$ cat src/rtl/rpn_calc_datapath.sv
// rpn_calc_datapath: operand/opcode capture, pipelined ALU result and display select.
// Define RPN_FLAGS_EN to register {N,Z,C,V} with the result; otherwise out_Flags is 0.
module rpn_calc_datapath #(
  parameter int WIDTH = 16
) (
  input  logic             clk,
  input  logic             reset,
  input  logic [WIDTH-1:0] in_Data,
  input  logic             in_LoadOpA,
  input  logic             in_LoadOpB,
  input  logic             in_LoadOpCode,
  input  logic             in_updateRes,
  input  logic             in_ToDisplaySel,
  input  logic [2:0]       in_Status,
  output logic [WIDTH-1:0] out_OpA,
  output logic [WIDTH-1:0] out_OpB,
  output logic [2:0]       out_OpCode,
  output logic [WIDTH-1:0] out_Result,
  output logic             out_ResultValid,
  output logic [WIDTH-1:0] out_DisplayValue,
  output logic [3:0]       out_Flags
);
  localparam int SW = $clog2(WIDTH);
  logic [WIDTH-1:0] opA, opB, result, aluOut, addRes, subRes, shlRes, shrRes;
  logic [2:0] opCode;
  logic pend, hold, resultValid, capture;
  logic [SW-1:0] shamt;
  assign shamt = opB[SW-1:0];
  assign capture = pend | in_updateRes;
`ifdef RPN_FLAGS_EN
  logic addC, subC, shlC, shrC, carry, ovf;
  logic [3:0] flags;
  assign {addC, addRes} = {1'b0, opA} + {1'b0, opB};
  assign {subC, subRes} = {1'b0, opA} - {1'b0, opB};
  assign {shlC, shlRes} = {1'b0, opA} << shamt;
  assign {shrRes, shrC} = {opA, 1'b0} >> shamt;
  always_comb begin
    carry = opCode == 3'd0 ? addC : opCode == 3'd1 ? subC :
            opCode == 3'd6 ? shlC : opCode == 3'd7 ? shrC : 1'b0;
    ovf = opCode == 3'd0 ? (opA[WIDTH-1] == opB[WIDTH-1]) && (addRes[WIDTH-1] != opA[WIDTH-1]) :
          opCode == 3'd1 ? (opA[WIDTH-1] != opB[WIDTH-1]) && (subRes[WIDTH-1] != opA[WIDTH-1]) : 1'b0;
  end
  always_ff @(posedge clk)
    if (reset) flags <= '0;
    else if (capture) flags <= {aluOut[WIDTH-1], aluOut == '0, carry, ovf};
  assign out_Flags = flags;
`else
  assign addRes = opA + opB;
  assign subRes = opA - opB;
  assign shlRes = opA << shamt;
  assign shrRes = opA >> shamt;
  assign out_Flags = 4'b0000;
`endif
  always_comb begin
    aluOut = '0;
    case (opCode)
      3'd0: aluOut = addRes;
      3'd1: aluOut = subRes;
      3'd2: aluOut = opA & opB;
      3'd3: aluOut = opA | opB;
      3'd4: aluOut = opA ^ opB;
      3'd5: aluOut = ~(opA & opB);
      3'd6: aluOut = shlRes;
      default: aluOut = shrRes;
    endcase
  end
  // A new operand A invalidates any pending or held result; the clear beats same-edge sets.
  always_ff @(posedge clk) begin
    if (reset) begin
      opA <= '0;
      opB <= '0;
      opCode <= '0;
      result <= '0;
      pend <= 1'b0;
      hold <= 1'b0;
      resultValid <= 1'b0;
    end else begin
      if (in_LoadOpA) opA <= in_Data;
      if (in_LoadOpB) opB <= in_Data;
      if (in_LoadOpCode) opCode <= in_Data[2:0];
      if (capture) result <= aluOut;
      pend <= !in_LoadOpA && in_LoadOpCode;
      hold <= !in_LoadOpA && (hold || in_ToDisplaySel);
      resultValid <= !in_LoadOpA && (capture || resultValid);
    end
  end
  always_comb begin
    out_DisplayValue = '0;
    if (hold || in_ToDisplaySel) out_DisplayValue = result;
    else
      case (in_Status)
        3'd0, 3'd2, 3'd4: out_DisplayValue = in_Data;
        3'd1: out_DisplayValue = opA;
        3'd3: out_DisplayValue = opB;
        3'd5: out_DisplayValue = {{(WIDTH-3){1'b0}}, opCode};
        3'd6: out_DisplayValue = result;
        default: out_DisplayValue = '0;
      endcase
  end
  assign out_OpA = opA;
  assign out_OpB = opB;
  assign out_OpCode = opCode;
  assign out_Result = result;
  assign out_ResultValid = resultValid;
endmodule

$ cat config.mk
export PLATFORM = sky130hd
export DESIGN_NAME = rpn_calc_datapath
export DESIGN_NICKNAME = d
export VERILOG_FILES = /design/src/rtl/rpn_calc_datapath.sv
export SDC_FILE = /design/constraint.sdc
export NUM_CORES = 1
export LEC_CHECK = 0
export BUFFER_PORTS_ARGS = -buffer_cell sky130_fd_sc_hd__buf_2
export CAP_MARGIN = 40
export CORE_ASPECT_RATIO = 1.2
export CORE_MARGIN = 3
export CORE_UTILIZATION = 30
export DETAILED_ROUTE_END_ITERATION = 7
export GPL_TIMING_DRIVEN = 0
export PLACE_DENSITY = 0.45
export REMOVE_ABC_BUFFERS = 1
export SLEW_MARGIN = 20
export SYNTH_ARGS = -nofsm -noshare
export SYNTH_HDL_FRONTEND = slang
export SYNTH_SLANG_ARGS = --single-unit
$ cat constraint.sdc
create_clock -name clk -period 4.5 [get_ports clk]
set_input_delay 0.225 -clock clk [delete_from_list [all_inputs] [get_ports clk]]
set_output_delay 0.225 -clock clk [all_outputs]
set_load 0.02 [all_outputs]
==> results.toml <==
[run_status]
run_status = "completed"

[timing]
clock.fmax_mhz = 228
max_slew_margin_pct = 39.5
finalHoldViolations = 0
finalHoldWorstSlack_ps = 176
layout_setup_ws_ps = 121
rsz0062_at_grt = "no"
report.final.slew_viol_count = 0
pin_slew_with_the_least_headroom_to_its_limit_ps = 885
min_period_ps = 4380
timing.clock.skew_ps = 13.6
post-route-period-util_pct = 97.3
setup-violations-final = 0

[drt]
drt_pre_antenna_iters = 5
antenna_left = 0
detailroute.wirelength.met3_um = 1280
met2RoutedLength_um = 12100
routed_via_density = 5.84
drt_drc_violations_left = 0
initial_detailed_routing_violation_count = 613
routed.top_layer = "met4"
total_wirelength_um = 24800
routed-via-count = 6248
route.layer.met1.wl_um = 11000
avgRoutedWirePerCell_um = 23.2

[synthesis]
syn-instance-count = 760
synthXorXnorAreaFrac_pct = 3.10
syn-mean-instance-area_um2 = 7.80
synth.area.mux_share_pct = 17.9
post-synth-top-area-cell = "sky130_fd_sc_hd__dfxtp_1"
ys_top_cells_by_area = "sky130_fd_sc_hd__dfxtp_1, sky130_fd_sc_hd__mux2i_1, sky130_fd_sc_hd__ha_1"
synth.top_cell.area_share_pct = 18.2
synth_adder_area_share_pct = 10.7
cell_types_with_the_highest_counts_after_synthesis = "sky130_fd_sc_hd__nor2_1, sky130_fd_sc_hd__mux2i_1, sky130_fd_sc_hd__dfxtp_1, sky130_fd_sc_hd__a21oi_1, sky130_fd_sc_hd__ha_1"
synth.distinct_cells = 71
ys.flop_type = "sky130_fd_sc_hd__dfxtp_1"
yosysWarningCount = 0
synth-edff-count = 0
synth_simple_gate_area_share_pct = 18.1
synth-compound-area-share_pct = 24.2
synth_seq_area_share_pct = 18.2
postSynth.asyncResetShare_pct = 0
netlist_area_um2 = 5930
synth_most_common_cell = "sky130_fd_sc_hd__nor2_1"
count_of_state_elements_after_synthesis = 54
combinational_family_with_the_most_area_after_synthesis = "compound AO/OA/AOI/OAI gates"

[setup_path]
timing.critical_path.arrival_ps = 4630
critical_path.endpoint_type = "register"
critical_path.max_fanout = 25
worstPathCellList = "buf_12 > nor3_2 > nor3b_2 > a21oi_1 > o31ai_1 > xnor2_1 > ha_1 > and4_1 > or3b_2 > a211oi_1 > a2111oi_1 > xnor2_1 > a21oi_1"
cp-start-kind = "register"
timing.critical_path.max_delay_family = "simple AND/OR/NAND/NOR gates"
crit_buf_inv = 1
slowest_stage = "sky130_fd_sc_hd__nor3_2"
path_class = "register to register"
worst_ep_required_time_ps = 4750
timing.critical_path.slowest_cell_delay_ps = 490

[layout]
post_route_cells_drive_above_1_share_pct = 17.9
multi_input_comb_area_um2 = 4420
n_antenna_cell = 0
final_cell_area_um2 = 6810
final_util_pct = 35.6
layout.area.seq_um2 = 1090
n_fill_cell = 2099
num-nets-final = 889
syn2layout_area_growth_pct = 14.8

[placement]
gp_congestion = 0.928
detailedPlace.worstSlack_ps = 85.7
place_hpwl_um = 18000
numPortBuffers = 93
placed_cell_area_um2 = 6610

[cts]
clock_path_buffers = 2
htreeDepth = 2
cts_inserted_buffers = 5
clkSlewWorstSetupHoldPaths_ps = 80
cts_root_buffer = "sky130_fd_sc_hd__clkbuf_16"
cts.sink_count = 54
worst_skew_pair.late_latency_ps = 320
tritoncts = "built"

[worst_hold_path]
worst_hold_path_type = "input pin to register"

[job]
drv_cap = 0

[floorplan]
top_level_ports = 98
row_count = 55
fp.dieW_um = 134
die_area_um2 = 21500
core_um2 = 19100
initial_utilization_pct = 31.0
die_height_um = 160

[power_and_ir_drop]
static-leakage-power_nw = 2.96
powerDensity_nw_per_um2 = 280
power.ir.vdd_worst_v = 0.000141

[global_routing]
grt_overall_usage_pct = 22.3
grt_antenna_before_repair = 0
largest_net_degree_at_the_start_of_global_routing = 57
grt_first_pass_wirelength_um = 37300
first_global_vias = 5947
global_route.overflow_total = 0
## repair_timing
action | 4_1_cts | 5_1_grt
buffers inserted | 0 | 3
gates resized for setup | 0 | 2
endpoints found under the setup margin | 0 | 1
hold buffers | 0 | 0
## stage by stage
stage / power, mW / instances / TNS, ps
floorplan: 1.12 / 698 / 0
global placement: 1.40 / 1047 / -6030
detailed placement: 1.43 / 1059 / 0
CTS: 1.91 / 1067 / 0
global route: 2.00 / 1070 / 0
finish: 1.91 / 1070 / 0
## where the power goes
| part | switching, mW | total (mW) | internal [mW] |
|---|---|---|---|
| registers | 0.0924 | 0.612 | 0.519 |
| clock network | 0.213 | 0.477 | 0.264 |
| logic | 0.502 | 0.818 | 0.316 |
| total | 0.807 | 1.91 | 1.10 |
## worst reg2reg max path: cells and delay by family, from the launching register on
family | cells | cell delay (ps)
flops | 1 | 440
simple gates | 4 | 1640
compound gates | 5 | 1320
xor+xnor | 2 | 300
fa+ha+maj | 1 | 430
buf+inv | 1 | 220
## path summary, 6_finish.rpt
| kind | startpoint | to | slack (ps) | cells past startpoint |
|---|---|---|---|---|
| worst max-delay path | out_OpB[0]$_SDFFE_PP0P_ | out_Result[15]$_SDFFE_PP0P_ | 120 | 13 |
| worst min-delay path | in_Data[4] | out_OpA[4]$_SDFFE_PP0P_ | 180 | 3 |
| worst max register to register | out_OpB[0]$_SDFFE_PP0P_ | out_Result[15]$_SDFFE_PP0P_ | 120 | 13 |
| worst min register to register | out_ResultValid$_SDFF_PP0_ | out_ResultValid$_SDFF_PP0_ | 500 | 2 |
## sequential cells by signal (all words and copies together), names as in the netlist
name             count
out_OpCode           3
pend                 1
out_OpB             16
out_Result          16
out_ResultValid      1
hold                 1
out_OpA             16
## metal layers
| metal | GRT usage [%] | vias up |
|---|---|---|
| met2 | 37.9 | 264 |
| met4 | 5.32 | 0 |
| met1 | 30.1 | 3064 |
| met3 | 2.68 | 30 |
| met5 | 0 | - |
| li1 | - | 2890 |
## placed cells by master (no fill, tap or decap), types with 4 or more instances in the layout
cell type,n
sky130_fd_sc_hd__mux2i_1,71
sky130_fd_sc_hd__nor2b_1,6
sky130_fd_sc_hd__or3_1,5
sky130_fd_sc_hd__buf_6,5
sky130_fd_sc_hd__nand2_1,44
sky130_fd_sc_hd__nor2_1,112
sky130_fd_sc_hd__o21ai_0,40
sky130_fd_sc_hd__o31ai_1,4
sky130_fd_sc_hd__inv_1,39
sky130_fd_sc_hd__nor4_1,6
sky130_fd_sc_hd__nand2b_1,6
sky130_fd_sc_hd__o221ai_1,11
sky130_fd_sc_hd__buf_4,4
sky130_fd_sc_hd__nand3_1,8
sky130_fd_sc_hd__o22a_1,6
sky130_fd_sc_hd__a31oi_1,5
sky130_fd_sc_hd__mux4_2,12
sky130_fd_sc_hd__a311oi_1,11
sky130_fd_sc_hd__nor3_1,21
sky130_fd_sc_hd__a21oi_1,48
sky130_fd_sc_hd__a2111oi_0,5
sky130_fd_sc_hd__ha_1,49
sky130_fd_sc_hd__a21o_1,11
sky130_fd_sc_hd__clkbuf_16,5
sky130_fd_sc_hd__conb_1,4
sky130_fd_sc_hd__a211o_1,5
sky130_fd_sc_hd__dfxtp_2,4
sky130_fd_sc_hd__dfxtp_1,50
sky130_fd_sc_hd__xnor2_1,20
sky130_fd_sc_hd__a211oi_1,16
sky130_fd_sc_hd__buf_2,92
sky130_fd_sc_hd__o22ai_1,4
sky130_fd_sc_hd__a221oi_1,7
sky130_fd_sc_hd__a221o_1,6
## final cells by class
cell class                      count  area share (%)
Tap cell                          256            4.71
Sequential cell                    54            16.0
Inverter                           40            2.26
Clock inverter                      2           0.552
Timing Repair Buffer              108            9.65
Clock buffer                        6            1.89
Multi-Input combinational cell    604            65.0
## cells by family after synthesis
group / count (synthesis)
and+or+nand+nor: 235
AOI/OAI and AO/OA: 208
muxes: 86
other: 1
DFF: 54
xor gates and xnor gates: 21
adders and majority gates: 50
buffers and inverters: 105
Note: power is estimated with default switching activity, not from simulation.
